### src/rtl/line_fill_wb_unit.sv
// line_fill_wb_unit: sequences 8-word cache line fills and write-backs over a one-word memory port.
// Latency: request-to-Completed = 1 accept cycle + per-word Ack waits + 1 (10 cycles with Ack every cycle).
// Backpressure: each word holds on Mem_* until Mem_Ack; new requests wait in IDLE while a burst or DONE runs.
module line_fill_wb_unit #(
  parameter int CRIT_WORD_FIRST = 1
) (
  input  logic         Clk,
  input  logic         Rst,
  input  logic         LB_Enable,
  input  logic [31:0]  ReqAddr,
  output logic [255:0] LB_LineData,
  output logic [31:0]  LB_LineAddr,
  output logic         LB_FirstWord,
  output logic         LB_Completed,
  input  logic         LW_Enable,
  input  logic [255:0] WB_LineData,
  input  logic [31:0]  WB_Addr,
  output logic [31:0]  LineWriteBufAddr,
  output logic         LW_Completed,
  output logic         Mem_Req,
  output logic         Mem_RW,
  output logic [31:0]  Mem_Addr,
  output logic [31:0]  Mem_WData,
  input  logic [31:0]  Mem_RData,
  input  logic         Mem_Ack
);

  typedef enum logic [2:0] {
    S_IDLE       = 3'd0,
    S_WB_BURST   = 3'd1,
    S_WB_DONE    = 3'd2,
    S_FILL_BURST = 3'd3,
    S_FILL_DONE  = 3'd4
  } state_e;

  state_e         state_q;
  logic [2:0]     idx_q;
  logic [2:0]     cnt_q;
  logic [255:0]   wb_line_q;
  logic [255:0]   lb_line_q;
  logic [31:0]    lb_addr_q;
  logic [31:0]    wb_addr_q;
  logic           mem_req_q;
  logic           mem_rw_q;
  logic [31:0]    mem_addr_q;
  logic [31:0]    mem_wdata_q;
  logic           lb_first_q;
  logic           lb_done_q;
  logic           lw_done_q;

  logic [2:0]     idx_d;
  logic [2:0]     cnt_d;
  logic [2:0]     fill_start_d;
  logic           ack_vld;

  // Byte offsets within a word and within the line never address memory.
  logic           unused_addr_bits;
  assign unused_addr_bits = ^{ReqAddr[1:0], WB_Addr[4:0]};

  // Next word index/count and the qualified Ack (only counts while a burst word is outstanding).
  always_comb begin
    idx_d        = idx_q + 3'd1;
    cnt_d        = cnt_q + 3'd1;
    fill_start_d = (CRIT_WORD_FIRST != 0) ? ReqAddr[4:2] : 3'd0;
    ack_vld      = mem_req_q && Mem_Ack &&
                   ((state_q == S_WB_BURST) || (state_q == S_FILL_BURST));
  end

  // Burst FSM with registered memory-port and status outputs.
  always_ff @(posedge Clk or negedge Rst) begin
    if (!Rst) begin
      state_q     <= S_IDLE;
      idx_q       <= '0;
      cnt_q       <= '0;
      wb_line_q   <= '0;
      lb_line_q   <= '0;
      lb_addr_q   <= '0;
      wb_addr_q   <= '0;
      mem_req_q   <= 1'b0;
      mem_rw_q    <= 1'b0;
      mem_addr_q  <= '0;
      mem_wdata_q <= '0;
      lb_first_q  <= 1'b0;
      lb_done_q   <= 1'b0;
      lw_done_q   <= 1'b0;
    end else begin
      lb_first_q <= 1'b0;
      lb_done_q  <= 1'b0;
      lw_done_q  <= 1'b0;
      case (state_q)
        S_IDLE: begin
          // Write-back has priority so a dirty victim leaves before its slot is refilled.
          if (LW_Enable) begin
            state_q     <= S_WB_BURST;
            wb_line_q   <= WB_LineData;
            wb_addr_q   <= {WB_Addr[31:5], 5'b0};
            idx_q       <= 3'd0;
            cnt_q       <= 3'd0;
            mem_req_q   <= 1'b1;
            mem_rw_q    <= 1'b1;
            mem_addr_q  <= {WB_Addr[31:5], 3'd0, 2'b00};
            mem_wdata_q <= WB_LineData[31:0];
          end else if (LB_Enable) begin
            state_q     <= S_FILL_BURST;
            lb_addr_q   <= {ReqAddr[31:5], 5'b0};
            idx_q       <= fill_start_d;
            cnt_q       <= 3'd0;
            mem_req_q   <= 1'b1;
            mem_rw_q    <= 1'b0;
            mem_addr_q  <= {ReqAddr[31:5], fill_start_d, 2'b00};
            mem_wdata_q <= '0;
          end
        end
        S_WB_BURST: begin
          if (ack_vld) begin
            idx_q       <= idx_d;
            cnt_q       <= cnt_d;
            mem_addr_q  <= {wb_addr_q[31:5], idx_d, 2'b00};
            mem_wdata_q <= wb_line_q[{idx_d, 5'b00000} +: 32];
            if (cnt_q == 3'd7) begin
              mem_req_q <= 1'b0;
              lw_done_q <= 1'b1;
              state_q   <= S_WB_DONE;
            end
          end
        end
        S_FILL_BURST: begin
          if (ack_vld) begin
            lb_line_q[{idx_q, 5'b00000} +: 32] <= Mem_RData;
            lb_first_q <= (cnt_q == 3'd0);
            idx_q      <= idx_d;
            cnt_q      <= cnt_d;
            mem_addr_q <= {lb_addr_q[31:5], idx_d, 2'b00};
            if (cnt_q == 3'd7) begin
              mem_req_q <= 1'b0;
              lb_done_q <= 1'b1;
              state_q   <= S_FILL_DONE;
            end
          end
        end
        S_WB_DONE, S_FILL_DONE: begin
          state_q <= S_IDLE;
        end
        default: begin
          state_q <= S_IDLE;
        end
      endcase
    end
  end

  assign LB_LineData      = lb_line_q;
  assign LB_LineAddr      = lb_addr_q;
  assign LB_FirstWord     = lb_first_q;
  assign LB_Completed     = lb_done_q;
  assign LineWriteBufAddr = wb_addr_q;
  assign LW_Completed     = lw_done_q;
  assign Mem_Req          = mem_req_q;
  assign Mem_RW           = mem_rw_q;
  assign Mem_Addr         = mem_addr_q;
  assign Mem_WData        = mem_wdata_q;

endmodule
### config.mk
export PLATFORM = sky130hd
export DESIGN_NAME = line_fill_wb_unit
export DESIGN_NICKNAME = d
export VERILOG_FILES = /design/src/rtl/line_fill_wb_unit.sv
export SDC_FILE = /design/constraint.sdc
export NUM_CORES = 1
export LEC_CHECK = 0
export ABC_AREA = 1
export BUFFER_PORTS_ARGS = -buffer_cell sky130_fd_sc_hd__buf_2
export CORE_AREA = 3 3 293 295
export CTS_BUF_LIST = sky130_fd_sc_hd__clkbuf_8 sky130_fd_sc_hd__clkbuf_16
export CTS_CLUSTER_DIAMETER = 150
export DETAILED_ROUTE_END_ITERATION = 16
export DIE_AREA = 0 0 296 298
export GPL_TIMING_DRIVEN = 0
export PLACE_DENSITY = 0.51
export SLEW_MARGIN = 0
export SYNTH_ARGS = -nofsm -noshare
export SYNTH_HDL_FRONTEND = slang
export SYNTH_SLANG_ARGS = --single-unit
export TNS_END_PERCENT = 1
### constraint.sdc
create_clock -name Clk -period 4.35 [get_ports Clk]
set_clock_uncertainty 0.2 [all_clocks]
set_input_delay 0.435 -clock Clk [delete_from_list [all_inputs] [get_ports Clk]]
set_output_delay 0.435 -clock Clk [all_outputs]
set_load 0.02 [all_outputs]
==> flow_summary.toml, run 1 <==
[outcome]
outcome = "finished, final reports clean"

[sta]
holdWs_ns = 0.0468
fmax_mhz = 259
hold_violations = 0
fin_crit_sh = 0.887
setup-tns-final_ns = 0
relSlewSlack = 0.255
rsz0062_at_grt = "no"
final-max-slew-violation-count = 0
period_needed_ns = 3.86
layout_setup_ws_ns = 0.491
worst_pin_slew_ns = 1.11
finalSetupViolations = 0

[place]
place_congestion = 0.891
post-place-cells = 5134
place_hpwl_um = 93400
io_buffers = 726
pre_cts_slack_ns = 0.325

[critical_path]
reg2reg_depth = 12
timing.rr.start = "idx_q[0]"
cp_data_required_time_ns = 4.61
crit_type = "reg2reg"
r2r_slack_ns = 0.49
worstPathMaxFanout = 10
crit_arrival_ns = 4.12
rr_endpoint = "LB_LineData[114]"
critPathCaptureType = "flop"
start_kind = "flop"

[finish]
post-route-util = 0.468
fin_cells = 5631
nNetsFinal = 4842
area_delta_synth_final_pct = 40.3
drive_above_1_share = 0.216

[power_and_ir_drop]
seq_power_share = 0.331
internal-power_uw = 16200
power-per-cell-area_mw_per_mm2 = 745
vdd_drop_max_mv = 0.340
p_clk_frac = 0.222
leakage_uw = 0.0199
power_switching_uw = 12900
p_comb_frac = 0.447
sw_frac_of_total = 0.444

[detailed_routing]
wl_per_cell_um = 22.1
dr.first_iter.drc_count = 1892
num_vias = 27400
vias_per_cell = 4.87
drcViolationCount = 0
first_pass_iters = 5
ant_nets = 0
detail_route.wirelength_um = 124000

[clocking]
htreeDepth = 3
cts_tree = "built"
cts_repair_resize_count = 0
cts_buffers = 75
cts_buffer_depth = 3
clkLatencyLatePin_ns = 0.62
cts_root_buffer = "clkbuf_16"
path_clk_slew_ns = 0.06
clkSinkCount = 642

[yosys]
seq_area_frac_synth = 0.578
synthTopCellsByArea = "dfrtp_1 58%, nand2_1 13%, o21ai_0 9.4%"
synthArstFlopShare = 1.00
ys_types = 36
syn_area_per_cell_sq_um = 8.40
synth_area_sq_mm = 0.0278
ys_warn_count = 0
synth_edf_count = 0
synth-main-ff-cell = "dfrtp_1"
synthCells = 3311
yosys_register_bits = 642
synth_top_area_cell = "dfrtp_1"
synth_top_area_share = 0.578

[global_routing]
grt_pass1_wl_um = 182000
grt_pass1_vias = 28100
overflow = 0
antenna_found_initial = 14
grt_usage = 0.276
grt_max_degree = 118

[flow_run]
cap_violations = 0

[floorplanning]
core-area_sq_mm = 0.0834
die_area_sq_mm = 0.0882
dieHeight_um = 298
rows = 106
ios = 746
die_x_um = 296
start_util = 0.333

[worst_hold_path]
min_path_type = "in2reg"
holdPathEnd = "state_q[1]"
hold_start = "LB_Enable"
hold_depth = 6
## Yosys cell counts, types with 7 or more instances
master    instances
buf_1            10
ha_1              7
o22ai_1          26
a21oi_1          33
o31ai_1           8
buf_4            19
buf_2            89
nand2_1         933
clkbuf_1        102
inv_1           359
o21ai_1         129
nand4_1          29
nand3_1         206
o21ai_0         523
nor2_1          131
dfrtp_1         642
nor3_1           32
## timing repair
item	CTS	global route
hold buffers	347	0
buffers inserted	0	0
hold endpoints to repair	606	0
## metrics by stage
stage	cell area [sq um]	total power, uW
floorplan	27900	17100
global placement	32800	22400
detailed placement	33000	22500
CTS	39000	29300
global route	39000	31000
finish	39000	29100
## critical path, stage by stage (launching register included)
cell      delay [ns]
dfrtp_1         0.41
buf_4           0.20
inv_4           0.21
clkbuf_1        0.51
ha_1            0.33
buf_2           0.20
inv_2           0.20
nand3_1         0.19
inv_1           0.19
nand3_1         0.35
clkbuf_1        0.44
nand2_1         0.16
o21ai_0         0.09
## area by class of cell
cell class	instances	area (sq um)
Antenna cell	14	35.0
Buffer	227	1070
Clock buffer	95	2190
Clock inverter	41	319
Fill cell	8373	44400
Inverter	365	1370
Multi-Input combinational cell	2088	9350
Sequential cell	642	16100
Tap cell	1080	1350
Timing Repair Buffer	1079	7280
## cell usage in the layout (no fill, tap or decap), drive strengths merged, types with 33 or more instances in the layout
cell,n
a21oi,33
buf,854
clkbuf,200
dfrtp,642
dlygate4sd3,347
inv,387
nand2,938
nand3,209
nor2,135
o21ai,652
## per-layer routing
metal,track usage,part of all wire,vias to the layer above
met5,0,0.00034,-
met4,0.0991,0.036,6
met2,0.483,0.49,989
met1,0.338,0.40,13300
met3,0.0531,0.067,205
li1,-,-,12900
## flip-flops by register name, summed over array words and instances (netlist names)
| name | flops |
|---|---|
| LW_Completed | 1 |
| LB_FirstWord | 1 |
| Mem_WData | 32 |
| Mem_Req | 1 |
| state_q | 3 |
| LB_Completed | 1 |
| Mem_RW | 1 |
| wb_line_q | 256 |
| LB_LineAddr | 27 |
| LB_LineData | 256 |
| LineWriteBufAddr | 27 |
| cnt_q | 3 |
| Mem_Addr | 30 |
| idx_q | 3 |
## cells by family after synthesis
family,Yosys count,share of synthesized area
flip-flops,642,0.578
other,1,0.000135
AND/OR/NAND/NOR,1346,0.199
XOR/XNOR,2,0.000630
AO/OA/AOI/OAI,721,0.132
adder cells (fa/ha/maj),7,0.00315
buffers and inverters,592,0.0878
## power by group through the flow
| stage | registers [uW] | clock network (uW) | logic, uW |
|---|---|---|---|
| 5_1_grt | 9880 | 6790 | 14300 |
| 4_1_cts | 9600 | 6550 | 13200 |
| 3_5_place_dp | 9680 | 0 | 12900 |
| 6_report | 9630 | 6440 | 13000 |
| 3_3_place_gp | 9670 | 0 | 12700 |
| 2_1_floorplan | 11100 | 0 | 5980 |
## worst max path at each step
stage	start	end	slack, ns	cells after the start
final	idx_q[0]	LB_LineData[114]	0.49	12
after CTS	idx_q[0]	Mem_WData[28]	0.31	11
after detailed placement	idx_q[0]	Mem_WData[28]	0.33	11
after floorplan	idx_q[0]	LB_LineData[176]	1.90	9
after global placement	Rst	wb_line_q[105]	-11.97	1
after global routing	idx_q[0]	Mem_WData[28]	0.25	11
(Power assumes the default switching activity.)
==> inputs of run 2 (changes only) <==
--- a/config.mk
+++ b/config.mk
@@ -13,7 +13,7 @@
 export DETAILED_ROUTE_END_ITERATION = 16
 export DIE_AREA = 0 0 296 298
 export GPL_TIMING_DRIVEN = 0
-export PLACE_DENSITY = 0.51
+export PLACE_DENSITY = 0.66
 export SLEW_MARGIN = 0
 export SYNTH_ARGS = -nofsm -noshare
 export SYNTH_HDL_FRONTEND = slang
==> run 2 against run 1 <==
- via count up 4.5%
- highest routed layer unchanged
- non-clock buffer count down 3
- count of clock-buffer cells in the layout decreased by 3
- utilization about the same
- sequential cell count stayed put
- critical path depth decreased by 1
- final cell count is 0.12% lower
- die area stayed put
- clock power is 1% higher
- hold slack worse by 0.0037 ns
- register-to-register slack better by 0.31 ns
- setup slack gained 0.31 ns
==> flow_summary.toml, run 2 (synthesized netlist as in run 1, its figures left out) <==
[finish]
post-route-util = 0.468
drive_above_1_share = 0.216
nNetsFinal = 4838
layout_commonest_cell = "nand2_1"
fin_area_sq_mm = 0.0390
area_delta_synth_final_pct = 40.3
final_cell_mix = "933 x nand2_1, 814 x buf_2, 642 x dfrtp_1, 523 x o21ai_0, 382 x inv_1"
fill_cells = 7915

[global_routing]
grt-busiest-layer = "met2"
grt_use_met1 = 0.329
use_met2 = 0.463
overflow = 0
grt_max_degree = 127
grt_pass1_wl_um = 184000
antenna_found_initial = 16
grt_pass1_vias = 29000
grt_usage = 0.277
use_met3 = 0.0593

[sta]
setup-tns-final_ns = 0
period_needed_ns = 3.55
worst_pin_slew_ns = 1.13
relSlewSlack = 0.240
hold_violations = 0
finalSetupViolations = 0
fin_crit_sh = 0.816
holdWs_ns = 0.0430
final-max-slew-violation-count = 0
fmax_mhz = 282
rsz0062_at_grt = "no"

[critical_path]
r2r_slack_ns = 0.80
timing.rr.start = "idx_q[0]"
cp_data_required_time_ns = 4.60
critPathCaptureType = "flop"
rr_endpoint = "LB_LineData[111]"
worstPathMaxFanout = 18
start_kind = "flop"
crit_arrival_ns = 3.80
crit_type = "reg2reg"
reg2reg_depth = 11

[clocking]
cts_tree = "built"
post_cts_buffers = 0
cts_buffers = 74
cts_buffer_depth = 3
clkLatencyLatePin_ns = 0.62
htreeDepth = 3
cts_root_buffer = "clkbuf_16"
clkSinkCount = 642
path_clk_slew_ns = 0.06

[floorplanning]
die_area_sq_mm = 0.0882
ios = 746
core-area_sq_mm = 0.0834
rows = 106
start_util = 0.333
dieHeight_um = 298
die_x_um = 296

[power_and_ir_drop]
leakage_uw = 0.0199
power-per-cell-area_mw_per_mm2 = 755
vdd_drop_max_mv = 0.385

[detailed_routing]
dr.first_iter.drc_count = 2355
wl_per_cell_um = 22.2
vias_per_cell = 5.10
detail_route.wirelength_um = 125000
first_pass_iters = 6
ant_nets = 0
drcViolationCount = 0
num_vias = 28700

[worst_hold_path]
min_path_type = "in2reg"
hold_start = "ReqAddr[2]"
hold_depth = 5
holdPathEnd = "Mem_Addr[2]"

[place]
placed_cell_area_sq_mm = 0.0330
io_buffers = 726
place_congestion = 0.918
place_hpwl_um = 90800

[outcome]
outcome = "finished, final reports clean"

[flow_run]
cap_violations = 0
-- run 2: changes by cell type in the layout (fill, tap and decap cells not counted), sizes merged, moves of 2 or more --
cell,before,now
clkinv,14,8
diode,14,9
bufinv,4,6
clkbuf,200,196
inv,387,395
-- run 2: layout make-up --
cell class | instances | area, sq um | share of cell area
diodes | 9 | 22.5 | 0.000577
flip-flops and latches | 642 | 16100 | 0.412
plain buffers | 226 | 1070 | 0.0273
inverters | 365 | 1370 | 0.0352
repair buffers | 1077 | 7240 | 0.186
clock buffers | 92 | 2100 | 0.0538
clock inverters | 45 | 442 | 0.0113
well taps | 1080 | 1350 | 0.0346
multi-input cells | 2088 | 9350 | 0.240
-- run 2: worst max-delay path by stage --
| stage | slack [ns] | to | startpoint |
|---|---|---|---|
| detailed placement | -0.13 | LB_LineData[113] | idx_q[0] |
| finish | 0.80 | LB_LineData[111] | idx_q[0] |
| CTS | 0.008 | LB_LineData[111] | idx_q[0] |
| floorplan | 1.90 | LB_LineData[176] | idx_q[0] |
| global placement | -11.20 | LB_LineData[217] | Rst |
| global route | 0.42 | LB_LineData[114] | idx_q[0] |
-- run 2: power by group --
part	total, uW	internal, uW	leakage, uW	switching, uW
Sequential	9720	8500	0.00817	1220
Clock	6530	3810	0.00134	2720
Combinational	13200	3880	0.0104	9350
-- run 2: repair_timing --
item                       in CTS  in global routing
gates resized for setup         1                  0
hold buffers                  346                  0
setup endpoints to repair      10                  9
hold endpoints to repair      631                  0
-- run 2: metrics by stage --
stage,cells,setup slack (ns),power [uW]
CTS,5616,0.00783,29500
detailed placement,5133,-0.133,22600
floorplan,3322,1.90,17100
global route,5621,0.415,31200
finish,5624,0.802,29500
global placement,5128,-11.20,22400
-- run 2: worst max-delay path: stages, from the launching register on --
cell      delay, ns
dfrtp_1        0.39
buf_4          0.20
inv_4          0.25
ha_1           0.28
buf_2          0.20
inv_2          0.18
nand3_1        0.19
inv_1          0.21
nand3_1        0.47
clkbuf_2       0.52
nand2_1        0.15
o21ai_0        0.09
-- run 2: routing by layer --
layer | share of wire | wire, um | up-vias
met5 | 0.00044 | 55 | -
met4 | 0.063 | 7920 | 8
met3 | 0.085 | 10700 | 360
met2 | 0.47 | 59100 | 1567
met1 | 0.38 | 47300 | 13800
li1 | - | - | 12900
